==> config.mk <==
export PLATFORM = sky130hd
export DESIGN_NAME = s2p_input_capture_flat
export DESIGN_NICKNAME = d
export VERILOG_FILES = /design/src/rtl/s2p_input_capture_if.sv /design/src/rtl/s2p_input_capture.sv /design/src/flat_wrapper.sv
export SDC_FILE = /design/constraint.sdc
export NUM_CORES = 1
export LEC_CHECK = 0
export ABC_CLOCK_PERIOD_IN_PS = 1670
export BUFFER_PORTS_ARGS = -buffer_cell sky130_fd_sc_hd__buf_4
export CORE_MARGIN = 3
export CORE_UTILIZATION = 45
export CTS_BUF_LIST = sky130_fd_sc_hd__clkbuf_4 sky130_fd_sc_hd__clkbuf_8
export DETAILED_ROUTE_END_ITERATION = 7
export HOLD_SLACK_MARGIN = 0.1
export PLACE_DENSITY = 0.75
export SETUP_SLACK_MARGIN = 0.15
export SYNTH_ARGS = -nofsm -noshare
export SYNTH_HDL_FRONTEND = slang
export SYNTH_SLANG_ARGS = --single-unit
==> constraint.sdc <==
create_clock -name Sclk -period 1.67 [get_ports Sclk]
set_clock_uncertainty 0.05 [all_clocks]
set_input_delay 0.167 -clock Sclk [delete_from_list [all_inputs] [get_ports Sclk]]
set_output_delay 0.167 -clock Sclk [all_outputs]
set_load 0.01 [all_outputs]
==> src/rtl/s2p_input_capture_if.sv <==
// Bus between the serial front end and the s2p_input_capture stage:
// serial inputs in, deserialized stereo samples and status out.
interface s2p_input_capture_if #(
  parameter int DATA_W = 16
);
  localparam int BC_W = $clog2(DATA_W + 1);

  logic              Frame;
  logic              InputL;
  logic              InputR;
  logic              S2P_enable;
  logic [DATA_W-1:0] DataL;
  logic [DATA_W-1:0] DataR;
  logic              InReady;
  logic              FrameErr;
  logic              ZeroDetect;
  logic [BC_W-1:0]   BitCnt;

  modport master (
    output Frame, InputL, InputR, S2P_enable,
    input  DataL, DataR, InReady, FrameErr, ZeroDetect, BitCnt
  );

  modport slave (
    input  Frame, InputL, InputR, S2P_enable,
    output DataL, DataR, InReady, FrameErr, ZeroDetect, BitCnt
  );
endinterface

==> src/rtl/s2p_input_capture.sv <==
// Stereo serial-to-parallel input stage: MSB-first capture framed by Frame,
// with framing-error strobe and zero-run detection for sleep entry.
module s2p_input_capture #(
  parameter int DATA_W   = 16,
  parameter int ZERO_RUN = 800,
  parameter int CNT_W    = 10
) (
  input  logic                Sclk,
  input  logic                Reset_n,
  s2p_input_capture_if.slave  bus
);
  localparam int BC_W = $clog2(DATA_W + 1);

  localparam logic [0:0] S_IDLE  = 1'b0;
  localparam logic [0:0] S_SHIFT = 1'b1;

  logic [0:0]        r_state;
  logic [DATA_W-1:0] r_sh_l;
  logic [DATA_W-1:0] r_sh_r;
  logic [DATA_W-1:0] r_data_l;
  logic [DATA_W-1:0] r_data_r;
  logic              r_in_ready;
  logic              r_frame_err;
  logic              r_zero_det;
  logic [BC_W-1:0]   r_bit_cnt;
  logic [CNT_W-1:0]  r_zero_cnt;

  logic              w_start;
  logic              w_last;
  logic [DATA_W-1:0] w_word_l;
  logic [DATA_W-1:0] w_word_r;
  logic [CNT_W-1:0]  w_zero_cnt_nxt;

  always_comb begin
    w_start  = bus.Frame & bus.S2P_enable;
    w_last   = (r_bit_cnt == BC_W'(DATA_W - 1));
    // Words are shifted in at the LSB end; after DATA_W bits the first bit sits at the MSB.
    w_word_l = {r_sh_l[DATA_W-2:0], bus.InputL};
    w_word_r = {r_sh_r[DATA_W-2:0], bus.InputR};
    w_zero_cnt_nxt = '0;
    if ((w_word_l == '0) && (w_word_r == '0)) begin
      w_zero_cnt_nxt = (r_zero_cnt == CNT_W'(ZERO_RUN)) ? r_zero_cnt
                                                         : r_zero_cnt + CNT_W'(1);
    end
  end

  always_ff @(posedge Sclk or negedge Reset_n) begin
    if (!Reset_n) begin
      r_state     <= S_IDLE;
      r_sh_l      <= '0;
      r_sh_r      <= '0;
      r_data_l    <= '0;
      r_data_r    <= '0;
      r_in_ready  <= 1'b0;
      r_frame_err <= 1'b0;
      r_zero_det  <= 1'b0;
      r_bit_cnt   <= '0;
      r_zero_cnt  <= '0;
    end else begin
      r_in_ready  <= 1'b0;
      r_frame_err <= 1'b0;
      case (r_state)
        S_IDLE: begin
          if (w_start) begin
            r_sh_l    <= {{(DATA_W-1){1'b0}}, bus.InputL};
            r_sh_r    <= {{(DATA_W-1){1'b0}}, bus.InputR};
            r_bit_cnt <= BC_W'(1);
            r_state   <= S_SHIFT;
          end
        end
        default: begin
          // Enable drop outranks an early Frame on the same edge.
          if (!bus.S2P_enable) begin
            r_bit_cnt <= '0;
            r_state   <= S_IDLE;
          end else if (bus.Frame) begin
            r_frame_err <= 1'b1;
            r_sh_l      <= {{(DATA_W-1){1'b0}}, bus.InputL};
            r_sh_r      <= {{(DATA_W-1){1'b0}}, bus.InputR};
            r_bit_cnt   <= BC_W'(1);
          end else if (w_last) begin
            r_data_l   <= w_word_l;
            r_data_r   <= w_word_r;
            r_in_ready <= 1'b1;
            r_zero_cnt <= w_zero_cnt_nxt;
            r_zero_det <= (w_zero_cnt_nxt == CNT_W'(ZERO_RUN));
            r_bit_cnt  <= '0;
            r_state    <= S_IDLE;
          end else begin
            r_sh_l    <= w_word_l;
            r_sh_r    <= w_word_r;
            r_bit_cnt <= r_bit_cnt + BC_W'(1);
          end
        end
      endcase
    end
  end

  assign bus.DataL      = r_data_l;
  assign bus.DataR      = r_data_r;
  assign bus.InReady    = r_in_ready;
  assign bus.FrameErr   = r_frame_err;
  assign bus.ZeroDetect = r_zero_det;
  assign bus.BitCnt     = r_bit_cnt;
endmodule

==> src/flat_wrapper.sv <==
// flat-port wrapper written by rule: the top's interface ports become plain ports
module s2p_input_capture_flat 
#(
  parameter int DATA_W   = 16,
  parameter int ZERO_RUN = 800,
  parameter int CNT_W    = 10
)
  (Sclk, Reset_n, bus_Frame, bus_InputL, bus_InputR, bus_S2P_enable, bus_DataL, bus_DataR, bus_InReady, bus_FrameErr, bus_ZeroDetect, bus_BitCnt);
  s2p_input_capture_if #(.DATA_W(DATA_W)) bus_i ();
  input  logic Sclk;
  input  logic Reset_n;
  input wire logic [$bits(bus_i.Frame)-1:0] bus_Frame;
  input wire logic [$bits(bus_i.InputL)-1:0] bus_InputL;
  input wire logic [$bits(bus_i.InputR)-1:0] bus_InputR;
  input wire logic [$bits(bus_i.S2P_enable)-1:0] bus_S2P_enable;
  output wire logic [$bits(bus_i.DataL)-1:0] bus_DataL;
  output wire logic [$bits(bus_i.DataR)-1:0] bus_DataR;
  output wire logic [$bits(bus_i.InReady)-1:0] bus_InReady;
  output wire logic [$bits(bus_i.FrameErr)-1:0] bus_FrameErr;
  output wire logic [$bits(bus_i.ZeroDetect)-1:0] bus_ZeroDetect;
  output wire logic [$bits(bus_i.BitCnt)-1:0] bus_BitCnt;
  assign bus_i.Frame = bus_Frame;
  assign bus_i.InputL = bus_InputL;
  assign bus_i.InputR = bus_InputR;
  assign bus_i.S2P_enable = bus_S2P_enable;
  assign bus_DataL = bus_i.DataL;
  assign bus_DataR = bus_i.DataR;
  assign bus_InReady = bus_i.InReady;
  assign bus_FrameErr = bus_i.FrameErr;
  assign bus_ZeroDetect = bus_i.ZeroDetect;
  assign bus_BitCnt = bus_i.BitCnt;
  s2p_input_capture #(.DATA_W(DATA_W), .ZERO_RUN(ZERO_RUN), .CNT_W(CNT_W)) u_core (.Sclk(Sclk), .Reset_n(Reset_n), .bus(bus_i));
endmodule
==> key figures, run 1 <==
Die
  • Number of cell rows: 31
  • Die height: just over 90 µm
  • Top-Level Pins: between 40 and 50
  • Die area: between 0.008 and 0.009 mm²
  • Initial core utilization: roughly 47%
  • Core area: ~0.0073 mm²
  • Die X-Extent: slightly above 90 µm

Detailed routing
  • Avg Vias per Cell: between 5 and 6
  • # DRC: 0
  • Post-route ant nets: 0
  • Initial DRC count: 296
  • Via count: roughly 3,200
  • Avg WL per Cell: 19.7 µm
  • Routed wire length: about 11,000 µm
  • Drt pass-1 iters: 4

Worst setup path
  • Origin of the worst setup path: u_core.r_sh_r[9]$_DFFE_PN0P_
  • Cell mode on critical path: buf_6
  • Worst setup EP type: flop
  • Bufs and invs on worst path: 2
  • Crit-path leading delay family: simple AND/OR/NAND/NOR gates
  • Worst r2r path cells: 7
  • CP max FO: 5
  • Critical R2R Capture: u_core.r_zero_cnt[7]$_DFFE_PN0P_
  • Worst setup path end: u_core.r_zero_cnt[7]$_DFFE_PN0P_
  • Element type at the critical path start: flop
  • Data arrival, critical path: ~2.1 ns
  • FF-to-FF Start: u_core.r_sh_r[9]$_DFFE_PN0P_
  • CP max-delay cell: dfrtp_1
  • Crit-path max cell delay: 0.41 ns
  • CP Cell Sequence: nor4_2 > nand4_1 > nor3_4 > buf_6 > buf_6 > a21o_1 > a22o_1
  • Number of cells on the critical path: 7
  • Critical Path RT: 1.90 ns
  • Kind of critical path: reg -> reg
  • R2R Setup Slk: -0.23 ns

Power and ir drop
  • Net Sw Frac: between 20% and 30%
  • Power per cell area: a little under 700 mW/mm²
  • LEAKAGE: 3.00 nW
  • Clk pwr share: between 30% and 40%
  • Seq pwr share: a little over half
  • Max VDD drop: 0.000524 V
  • Combinational share of power: under 10%
  • Int Power: approximately 0.0027 W
  • Psw: 0.000985 W
  • Tot Pwr: ~0.0037 W

GRT
  • First-pass GRT wire length: about 16,000 µm
  • Vias in the first global route: 3,137
  • Total congestion overflow: 0
  • Gr usage total: between 20% and 30%
  • Largest net degree at the start of global routing: between 40 and 50
  • Initial antenna violation count: 0

Synthesis
  • Seq/Total Area, Yosys: 59.1%
  • Yosys reg bits: 81
  • Post-synthesis cell area: 0.00343 mm²
  • Ys async rst share: 100%
  • Yosys cell types: 47
  • Net count after synthesis: roughly 340
  • Post-synth EDFFs: 0
  • Total of warnings raised by yosys: 0
  • Synth Flop Type: dfrtp_1
  • Syn_area_per_cell: between 10 and 15 µm²
  • Synthesized instance count: 328

Finish
  • Most frequent cells in the layout: buf_4 (99), dfrtp_1 (81), nand2_1 (49)
  • N_diodes: 0
  • Area Growth Syn to Fin: 56.1%
  • Fraction of layout cells with a size suffix above 1: 50.4%
  • Final nets: roughly 470
  • Fill cell count: between 400 and 500
  • Most common cell after layout, fill and taps aside: buf_4
  • Final instance area: roughly 0.0054 mm²

Timing
  • Final worst slack: -0.233 ns
  • Fin. max-slew vios: 0
  • Final Critical Period: 1.90 ns
  • Relative slew margins: 63.2%
  • Max frequency: between 0.5 and 0.6 GHz
  • Slew @ Worst Pin: around 0.55 ns
  • # setup viols final: 70
  • Final Cycle Share: 114%
  • RSZ-0062 raised after global routing: yes
  • Final hold viol count: 0

Min path
  • WHS Path Cells: 3
  • Hold crit path type: in -> reg

Clock network
  • Clock sink count: 81
  • Clock buffer depth: 2
  • Clk_lat worst skew: 0.36 ns
  • CTS Buf Count: 9
  • CTS tree: built
  • H-tree levels: 3
  • CTS clk-pin slew, worst paths: roughly 0.08 ns
  • Root Buffer: clkbuf_8

Placement
  • Hpwl dp: about 5600 µm
  • Routability-driven placement congestion ratio: between 0.8 and 0.9
  • I/O Buffers: 45
  • Cell Area, Placed: 0.00435 mm²

Run
  • # Max-Cap Violations: 0

Run status
  • Status: finished, violations left
  • Failing checks: setup timing
## sequential cells by signal (all words and copies together), names as in the netlist
register	flops
u_core.bus.BitCnt	5
u_core.r_state	1
u_core.bus.InReady	1
u_core.r_zero_cnt	10
u_core.bus.DataL	16
u_core.bus.DataR	16
u_core.bus.ZeroDetect	1
u_core.r_sh_r	15
u_core.bus.FrameErr	1
u_core.r_sh_l	15
## power by group through the flow
| stage | Sequential [W] | Clock [W] | Combinational, W |
|---|---|---|---|
| floorplan | 0.00205 | 0 | 0.0000999 |
| global placement | 0.00204 | 0 | 0.000241 |
| detailed placement | 0.00204 | 0 | 0.000249 |
| CTS | 0.00200 | 0.00132 | 0.000302 |
| global route | 0.00201 | 0.00145 | 0.000356 |
| finish | 0.00201 | 0.00134 | 0.000334 |
## worst register-to-register path, delay by kind of cell (launching register included)
family | cells | cell delay (ns)
buffers and inverters | 2 | 0.24
and+or+nand+nor | 3 | 0.79
DFF | 1 | 0.41
AOI/OAI and AO/OA | 2 | 0.33
## cell families (layout without fill, tap and decap cells)
kind of cell / Yosys count / count (layout) / share of synthesized area (%)
flip-flops: 81 / 81 / 59.1
adder cells (fa/ha/maj): 3 / 3 / 1.10
AND/OR/NAND/NOR: 155 / 155 / 21.9
buffers and inverters: 23 / 159 / 2.88
AO/OA/AOI/OAI: 60 / 60 / 13.2
XOR/XNOR: 1 / 1 / 0.256
multiplexers: 5 / 5 / 1.53
## metal layers
metal / GRT usage, % / up-vias / wire length, µm
li1: - / 1410 / -
met1: 29.8 / 1559 / 4200
met2: 41.0 / 161 / 5750
met3: 6.28 / 43 / 699
met4: 8.55 / 0 / 457
met5: 0 / - / 0
## cells in the mapped netlist (2+ instances only)
cell	number	share of area, %
a22o_1	30	7.7
nor2_1	7	0.77
dfrtp_1	81	59
clkinv_1	2	0.22
nand2_1	105	11
buf_2	3	0.44
nor3b_1	2	0.44
a31oi_1	3	0.55
a21oi_1	9	1.3
nor2b_1	3	0.55
buf_1	2	0.22
o21ai_0	8	1.2
nand3_1	7	1.0
and3_1	6	1.1
mux2_2	2	0.66
inv_1	6	0.66
mux2i_1	3	0.88
clkbuf_1	8	0.88
nor4_1	4	0.73
nor4_2	4	1.5
or2b_1	3	0.66
ha_1	3	1.1
nor3_1	3	0.44
## what timing repair did
item                                   4_1_cts  5_1_grt
setup endpoints to repair                   72       76
buffers inserted                            12        6
endpoints found under the hold margin       45        1
hold buffers                                 3        1
cloned                                       6        0
resized for setup                           77       60
pin swaps                                   48       34
## cell type report
type                    instances  area, µm²  area share, %
clock inverters                 7       53.8           1.01
repair buffers                135       1300           24.2
clock buffers                   9        124           2.32
inverters                       8       42.5          0.795
well taps                      99        124           2.32
flip-flops and latches         81       2030           37.9
multi-input cells             224       1680           31.5
## how the worst min path moves through the flow
stage | startpoint | endpoint | slack [ns]
6_report | bus_S2P_enable | u_core.bus.BitCnt[4]$_DFFE_PN0P_ | 0.09
3_5_place_dp | Reset_n | u_core.bus.DataR[1]$_DFFE_PN0P_ | 0.15
3_3_place_gp | Reset_n | u_core.bus.DataR[15]$_DFFE_PN0P_ | 0.14
4_1_cts | bus_Frame | u_core.bus.BitCnt[2]$_DFFE_PN0P_ | -0.01
2_1_floorplan | Reset_n | u_core.bus.BitCnt[0]$_DFFE_PN0P_ | -0.18
5_1_grt | bus_S2P_enable | u_core.bus.BitCnt[2]$_DFFE_PN0P_ | 0.09
## per-stage QoR
step | utilization [%] | worst slack [ns] | instances | TNS [ns] | hold slack, ns
floorplan | - | -0.0957 | 328 | -1.20 | -0.179
global placement | 59.4 | -0.136 | 519 | -0.757 | 0.138
detailed placement | 59.4 | -0.230 | 519 | -2.54 | 0.146
CTS | 69.0 | -0.144 | 556 | -4.06 | -0.0110
global route | 73.0 | -0.292 | 563 | -9.92 | 0.0855
finish | 73.0 | -0.233 | 563 | -6.35 | 0.0859
No activity file was read; power rests on OpenSTA's default activity.
==> run 2, diff against run 1 <==
--- a/config.mk
+++ b/config.mk
@@ -12,7 +12,7 @@
 export CTS_BUF_LIST = sky130_fd_sc_hd__clkbuf_4 sky130_fd_sc_hd__clkbuf_8
 export DETAILED_ROUTE_END_ITERATION = 7
 export HOLD_SLACK_MARGIN = 0.1
-export PLACE_DENSITY = 0.75
+export PLACE_DENSITY = 0.66
 export SETUP_SLACK_MARGIN = 0.15
 export SYNTH_ARGS = -nofsm -noshare
 export SYNTH_HDL_FRONTEND = slang
==> run 2 against run 1 <==
  * The run still ends with setup timing left
  * Sequential share of layout area is 2.0 points higher
  * Highest routed layer unchanged
  * Critical path type unchanged
  * Largest cell class unchanged
  * Non-clock buffer count rose by 2
  * Clock power grew 19%
==> key figures, run 2 (synthesis gave the netlist of run 1 again) <==
Run status
  • Status: finished, violations left
  • Failing checks: setup timing

Power and ir drop
  • Max VDD drop: 0.000511 V (-2.5%)
  • Power per cell area: 776 mW/mm² (+13%)
  • Combinational share of power: 8.7% (-0.4 points)
  • Net Sw Frac: 23.1% (-3.7 points)
  • LEAKAGE: 2.68 nW (-11%)
  • Seq pwr share: 50.8% (-3.7 points)
  • Clk pwr share: 40.4% (+4.0 points)
  • Int Power: 0.00303 W (+13%)
  • Psw: 0.000911 W (-7.5%)
  • Tot Pwr: 0.00394 W (+7.2%)

GRT
  • First-pass GRT wire length: 14,000 µm (-13%)
  • Largest net degree at the start of global routing: 43 (+2.4%)
  • Gr usage total: 20.2% (-3.9 points)
  • Vias in the first global route: 2,893 (-7.8%)
  • Total congestion overflow: 0 (unchanged)
  • Initial antenna violation count: 0 (unchanged)

Worst setup path
  • CP max FO: 7 (+2)
  • Kind of critical path: reg -> reg
  • Data arrival, critical path: 2.06 ns (-0.08 ns)
  • Cell mode on critical path: buf_12
  • R2R Setup Slk: -0.20 ns (+0.03 ns)
  • Critical Path RT: 1.86 ns (-0.04 ns)
  • CP max-delay cell: dfrtp_1
  • Worst r2r path cells: 9 (+2)
  • Worst setup EP type: flop
  • Element type at the critical path start: flop
  • Number of cells on the critical path: 9 (+2)
  • FF-to-FF Start: u_core.bus.BitCnt[0]$_DFFE_PN0P_
  • Crit-path max cell delay: 0.40 ns (about the same)
  • Crit-path leading delay family: buffers and inverters
  • Origin of the worst setup path: u_core.bus.BitCnt[0]$_DFFE_PN0P_
  • Bufs and invs on worst path: 4 (+2)
  • CP Cell Sequence: ha_2 > and4b_4 > buf_6 > nor2_4 > o21ai_4 > buf_12 > buf_12 > buf_16 > a22o_1

Detailed routing
  • # DRC: 0 (unchanged)
  • Drt pass-1 iters: 4 (unchanged)
  • Avg WL per Cell: 15.3 µm (-22%)
  • Via count: 2,894 (-8.8%)
  • Avg Vias per Cell: 5.12 (-9.1%)
  • Post-route ant nets: 0 (unchanged)
  • Routed wire length: 8660 µm (-22%)
  • Initial DRC count: 165 (-44%)

Die
  • Number of cell rows: 31 (unchanged)
  • Die X-Extent: 93.3 µm (unchanged)
  • Initial core utilization: 46.8% (unchanged)
  • Core area: 0.00733 mm² (unchanged)
  • Die area: 0.00870 mm² (unchanged)
  • Top-Level Pins: 46 (unchanged)
  • Die height: 93.3 µm (unchanged)

Timing
  • Final Critical Period: 1.87 ns (-0.0344 ns)
  • RSZ-0062 raised after global routing: yes
  • Final worst slack: -0.199 ns (+0.0344 ns)
  • Final hold viol count: 0 (unchanged)
  • Max frequency: 0.535 GHz (+1.8%)
  • Fin. max-slew vios: 0 (unchanged)
  • Slew @ Worst Pin: 0.574 ns (+0.0218 ns)
  • TNS Setup: -4.47 ns (+1.88 ns)
  • Final Cycle Share: 112% (-2.1 points)
  • Relative slew margins: 61.7% (-1.5 points)
  • # setup viols final: 43 (-39%)

Finish
  • Final cell count without fillers: 565 (+0.36%)
  • Fraction of layout cells with a size suffix above 1: 36.9% (-14 points)
  • N_diodes: 0 (unchanged)
  • Most common cell after layout, fill and taps aside: buf_4
  • Most frequent cells in the layout: buf_4 (106), nand2_1 (105), dfrtp_1 (80)
  • Fill cell count: 515 (+17%)
  • Area Growth Syn to Fin: 48.2%
  • Final nets: 470 (+0.43%)
  • Final instance area: 0.00508 mm² (-5.1%)

Min path
  • WHS Path Cells: 3 (unchanged)
  • Hold path startpoint: bus_S2P_enable
  • Hold crit path type: in -> reg

Clock network
  • Clock buffer depth: 2 (unchanged)
  • CTS tree: built
  • Clock sink count: 81 (unchanged)
  • CTS Buf Count: 9 (unchanged)
  • Clk_lat worst skew: 0.34 ns (-0.02 ns)
  • Root Buffer: clkbuf_8
  • CTS clk-pin slew, worst paths: 0.09 ns (about the same)
  • H-tree levels: 3 (unchanged)

Run
  • # Max-Cap Violations: 0 (unchanged)

Placement
  • Hpwl dp: 5540 µm (-0.99%)
  • I/O Buffers: 45 (unchanged)
  • Routability-driven placement congestion ratio: 0.852 (-3.6%)
  • Cell Area, Placed: 0.00439 mm² (+0.75%)
  • Placed cell count: 525 (+1.2%)
run 2: power by group through the flow:
stage	registers (W)	logic, W	clock network [W]
detailed placement	0.00204	0.000251	0
floorplan	0.00205	0.0000999	0
finish	0.00200	0.000345	0.00159
global placement	0.00204	0.000248	0
CTS	0.00200	0.000312	0.00160
global route	0.00201	0.000374	0.00172
run 2: repair_timing:
item | 4_1_cts | 5_1_grt
resized for setup | 19 | 26
cloned | 3 | 4
setup buffers | 5 | 7
endpoints found under the setup margin | 75 | 77
hold endpoints to repair | 44 | 0
pin swaps | 37 | 4
hold buffers | 5 | 0
run 2: path summary, 6_finish.rpt:
path | end
max | u_core.r_sh_l[3]$_DFFE_PN0P_
max reg2reg | u_core.r_sh_l[3]$_DFFE_PN0P_
min in group asynchronous | u_core.r_zero_cnt[8]$_DFFE_PN0P_
min reg2reg | u_core.bus.DataR[2]$_DFFE_PN0P_
min | u_core.bus.BitCnt[2]$_DFFE_PN0P_
max in group asynchronous | u_core.bus.BitCnt[0]$_DFFE_PN0P_
run 2: layer usage:
| layer | global-route usage [%] | vias to the layer above | wire (µm) |
|---|---|---|---|
| li1 | - | 1403 | - |
| met1 | 29.1 | 1430 | 3920 |
| met2 | 31.3 | 57 | 4380 |
| met3 | 3.78 | 4 | 314 |
| met4 | 5.98 | 0 | 43 |
| met5 | 0 | - | 0 |
run 2: stage by stage:
stage / hold slack (ns) / utilization, % / setup WS (ns)
2_1_floorplan: -0.179 / - / -0.0957
3_3_place_gp: 0.150 / 59.8 / -0.236
3_5_place_dp: 0.154 / 59.8 / -0.274
4_1_cts: 0.111 / 65.6 / -0.174
5_1_grt: 0.116 / 69.3 / -0.298
6_report: 0.119 / 69.3 / -0.199
run 2: cell type report:
cell class | instances | area, µm² | area share, %
tap | 99 | 124 | 2.44
clock buffer | 10 | 131 | 2.59
sequential | 81 | 2030 | 39.9
multi-input combinational | 224 | 1380 | 27.1
clock inverter | 6 | 90.1 | 1.77
timing repair buffer | 137 | 1280 | 25.3
inverter | 8 | 42.5 | 0.837
run 2: worst reg2reg max path: cells and delay by family, from the launching register on:
family,cells,cell delay (ns)
DFF,1,0.40
adders and majority gates,1,0.20
and+or+nand+nor,2,0.33
buffers and inverters,4,0.51
AOI/OAI and AO/OA,2,0.28
==> run 3, diff against run 2 <==
--- a/config.mk
+++ b/config.mk
@@ -12,7 +12,7 @@
 export CTS_BUF_LIST = sky130_fd_sc_hd__clkbuf_4 sky130_fd_sc_hd__clkbuf_8
 export DETAILED_ROUTE_END_ITERATION = 7
 export HOLD_SLACK_MARGIN = 0.1
-export PLACE_DENSITY = 0.66
+export PLACE_DENSITY = 0.75
 export SETUP_SLACK_MARGIN = 0.15
 export SYNTH_ARGS = -nofsm -noshare
 export SYNTH_HDL_FRONTEND = slang
==> constraint.sdc (replaced) <==
create_clock -name Sclk -period 1.67 [get_ports Sclk]
set_clock_uncertainty 0.05 [all_clocks]
set_input_delay 0 -clock Sclk [delete_from_list [all_inputs] [get_ports Sclk]]
set_output_delay 0 -clock Sclk [all_outputs]
set_load 0.01 [all_outputs]
==> run 3 against run 2 <==
  * Register-to-register slack lost 0.11 ns
  * The flow still finishes with violations (setup timing)
  * Largest power group unchanged
  * Non-clock buffer count shrank 7
  * Global-route usage grew 1.5 points
  * Hold slack gained 0.0025 ns
  * Clock-buffer cell count shrank 1
  * Sequential power is essentially flat
  * Sequential share of layout area shrank 2.3 points
==> key figures, run 3 (synthesis gave the netlist of run 1 again) <==
Finish
  • Area Growth Syn to Fin: 57.1%
  • Final nets: 464 (-1.3%)
  • Fill cell count: 458 (-11%)
  • Finished Core Util: 73.5% (+4.2 points)
  • Area of the multi-input gates: 0.00171 mm² (+24%)
  • Register Area: 0.00203 mm² (about the same)
  • Fraction of layout cells with a size suffix above 1: 48.5% (+12 points)
  • N_diodes: 0 (unchanged)
  • Most frequent cells in the layout: buf_4 (101), dfrtp_1 (81), nand2_1 (47)
  • Most common cell after layout, fill and taps aside: buf_4

Worst setup path
  • FF-to-FF Start: u_core.r_sh_r[0]$_DFFE_PN0P_
  • R2R Setup Slk: -0.31 ns (-0.11 ns)
  • CP Cell Sequence: nor4_1 > nand4_1 > buf_4 > nor3_4 > or2b_1 > a31oi_1
  • Kind of critical path: reg -> reg
  • Critical R2R Capture: u_core.r_zero_cnt[4]$_DFFE_PN0P_
  • Critical Path RT: 1.90 ns (+0.04 ns)
  • Data arrival, critical path: 2.21 ns (+0.15 ns)
  • Element type at the critical path start: flop
  • Worst setup EP type: flop
  • Bufs and invs on worst path: 1 (-3)
  • Origin of the worst setup path: u_core.r_sh_r[0]$_DFFE_PN0P_
  • Worst r2r path cells: 6 (-3)
  • CP max-delay cell: nor4_1
  • CP max FO: 5 (-2)
  • Crit-path max cell delay: 0.41 ns (about the same)
  • Crit-path leading delay family: simple AND/OR/NAND/NOR gates

Power and ir drop
  • Seq pwr share: 50.2% (-0.6 points)
  • Psw: 0.000987 W (+8.3%)
  • Power per cell area: 741 mW/mm² (-4.5%)
  • Tot Pwr: 0.00399 W (+1.3%)
  • Int Power: 0.00300 W (-0.85%)
  • LEAKAGE: 3.10 nW (+16%)
  • Combinational share of power: 8.8% (about the same)
  • Max VDD drop: 0.000566 V (+11%)
  • Net Sw Frac: 24.7% (+1.6 points)
  • Clk pwr share: 40.9% (+0.5 points)

Detailed routing
  • Post-route ant nets: 0 (unchanged)
  • Avg Vias per Cell: 5.72 (+12%)
  • # DRC: 0 (unchanged)
  • Drt pass-1 iters: 5 (+1)
  • Routed wire length: 10,600 µm (+23%)
  • Avg WL per Cell: 19.0 µm (+24%)
  • Via count: 3,197 (+10%)
  • Initial DRC count: 294 (+78%)

Die
  • Die height: 93.3 µm (unchanged)
  • Core area: 0.00733 mm² (unchanged)
  • Top-Level Pins: 46 (unchanged)
  • Initial core utilization: 46.8% (unchanged)
  • Die area: 0.00870 mm² (unchanged)
  • Die X-Extent: 93.3 µm (unchanged)
  • Number of cell rows: 31 (unchanged)

Clock network
  • CTS tree: built
  • CTS Hold Bufs: 6 (+1)
  • CTS clk-pin slew, worst paths: 0.09 ns (about the same)
  • Root Buffer: clkbuf_8
  • Clock buffer depth: 2 (unchanged)
  • Clock sink count: 81 (unchanged)
  • H-tree levels: 3 (unchanged)
  • CTS Buf Count: 9 (unchanged)
  • Clk_lat worst skew: 0.36 ns (+0.02 ns)

GRT
  • Total congestion overflow: 0 (unchanged)
  • Vias in the first global route: 3,074 (+6.3%)
  • First-pass GRT wire length: 14,800 µm (+5.7%)
  • Largest net degree at the start of global routing: 82 (+91%)
  • Initial antenna violation count: 0 (unchanged)
  • Gr usage total: 21.7% (+1.5 points)

Run status
  • Status: finished, violations left
  • Failing checks: setup timing

Min path
  • Hold path endpoint: u_core.r_state$_DFF_PN0_
  • Hold crit path type: in -> reg
  • WHS Path Cells: 5 (+2)
  • Hold path startpoint: bus_Frame

Timing
  • Final Critical Period: 1.98 ns (+0.108 ns)
  • Relative slew margins: 70.7% (+9.0 points)
  • # setup viols final: 54 (+26%)
  • RSZ-0062 raised after global routing: yes
  • Final hold viol count: 0 (unchanged)
  • Max frequency: 0.506 GHz (-5.5%)
  • Slew @ Worst Pin: 0.439 ns (-0.135 ns)
  • Final worst slack: -0.307 ns (-0.108 ns)
  • Final Cycle Share: 118% (+6.5 points)
  • Fin. max-slew vios: 0 (unchanged)

Placement
  • Place WS: -0.171 ns (+0.103 ns)
  • I/O Buffers: 45 (unchanged)
  • Routability-driven placement congestion ratio: 0.874 (+2.6%)
  • Hpwl dp: 5340 µm (-3.6%)

Run
  • # Max-Cap Violations: 0 (unchanged)
[run 3: worst max-delay path by stage]
stage / to / slack (ns) / depth (start not counted)
detailed placement: u_core.bus.ZeroDetect$_DFFE_PN0P_ / -0.17 / 6
global route: u_core.r_zero_cnt[4]$_DFFE_PN0P_ / -0.39 / 6
global placement: u_core.r_zero_cnt[1]$_DFFE_PN0P_ / -0.15 / 5
CTS: u_core.bus.ZeroDetect$_DFFE_PN0P_ / -0.14 / 6
floorplan: u_core.r_sh_r[0]$_DFFE_PN0P_ / -0.1 / 6
finish: u_core.r_zero_cnt[4]$_DFFE_PN0P_ / -0.31 / 6
[run 3: tightest hold or removal path: stages]
cell and delay, ns:
buf_4 0.11, o21ai_4 0.07, buf_12 0.14, buf_16 0.13
inv_2 0.04
[run 3: layer usage]
layer  wire length, µm  vias to the layer above  part of all wire (%)  track usage (%)
met4               384                        0                   3.6             8.79
met1              4250                     1616                    40             28.5
met5                 0                        -                     0                0
li1                  -                     1389                     -                -
met2              5330                      151                    50             34.9
met3               671                       41                   6.3             4.91
[run 3: cell type report]
type / instances / share of cell area, %
clock inverter: 7 / 1.84
timing repair buffer: 130 / 23.1
sequential: 81 / 37.6
tap: 99 / 2.30
inverter: 8 / 1.05
clock buffer: 9 / 2.30
multi-input combinational: 225 / 31.7
[run 3: metrics by stage]
step	hold WS (ns)	setup TNS (ns)	instances	cell area, µm²
floorplan	-0.346	-1.20	328	3530
global placement	0.0120	-0.850	521	4370
detailed placement	0.0135	-1.08	521	4370
CTS	0.105	-1.21	552	4930
global route	0.122	-8.74	559	5390
finish	0.121	-4.29	559	5390
[run 3: what timing repair did]
item	CTS	global route
setup buffers	5	3
cloned	4	4
pin swaps	37	52
setup endpoints to repair	75	75
resized for setup	47	83
hold endpoints to repair	91	1
[run 3: power by group through the flow]
stage	clock [W]	sequential (W)	combinational, W
6_report	0.00163	0.00200	0.000353
5_1_grt	0.00174	0.00201	0.000374
4_1_cts	0.00164	0.00200	0.000312
3_5_place_dp	0	0.00204	0.000249
3_3_place_gp	0	0.00204	0.000243
2_1_floorplan	0	0.00205	0.0000999
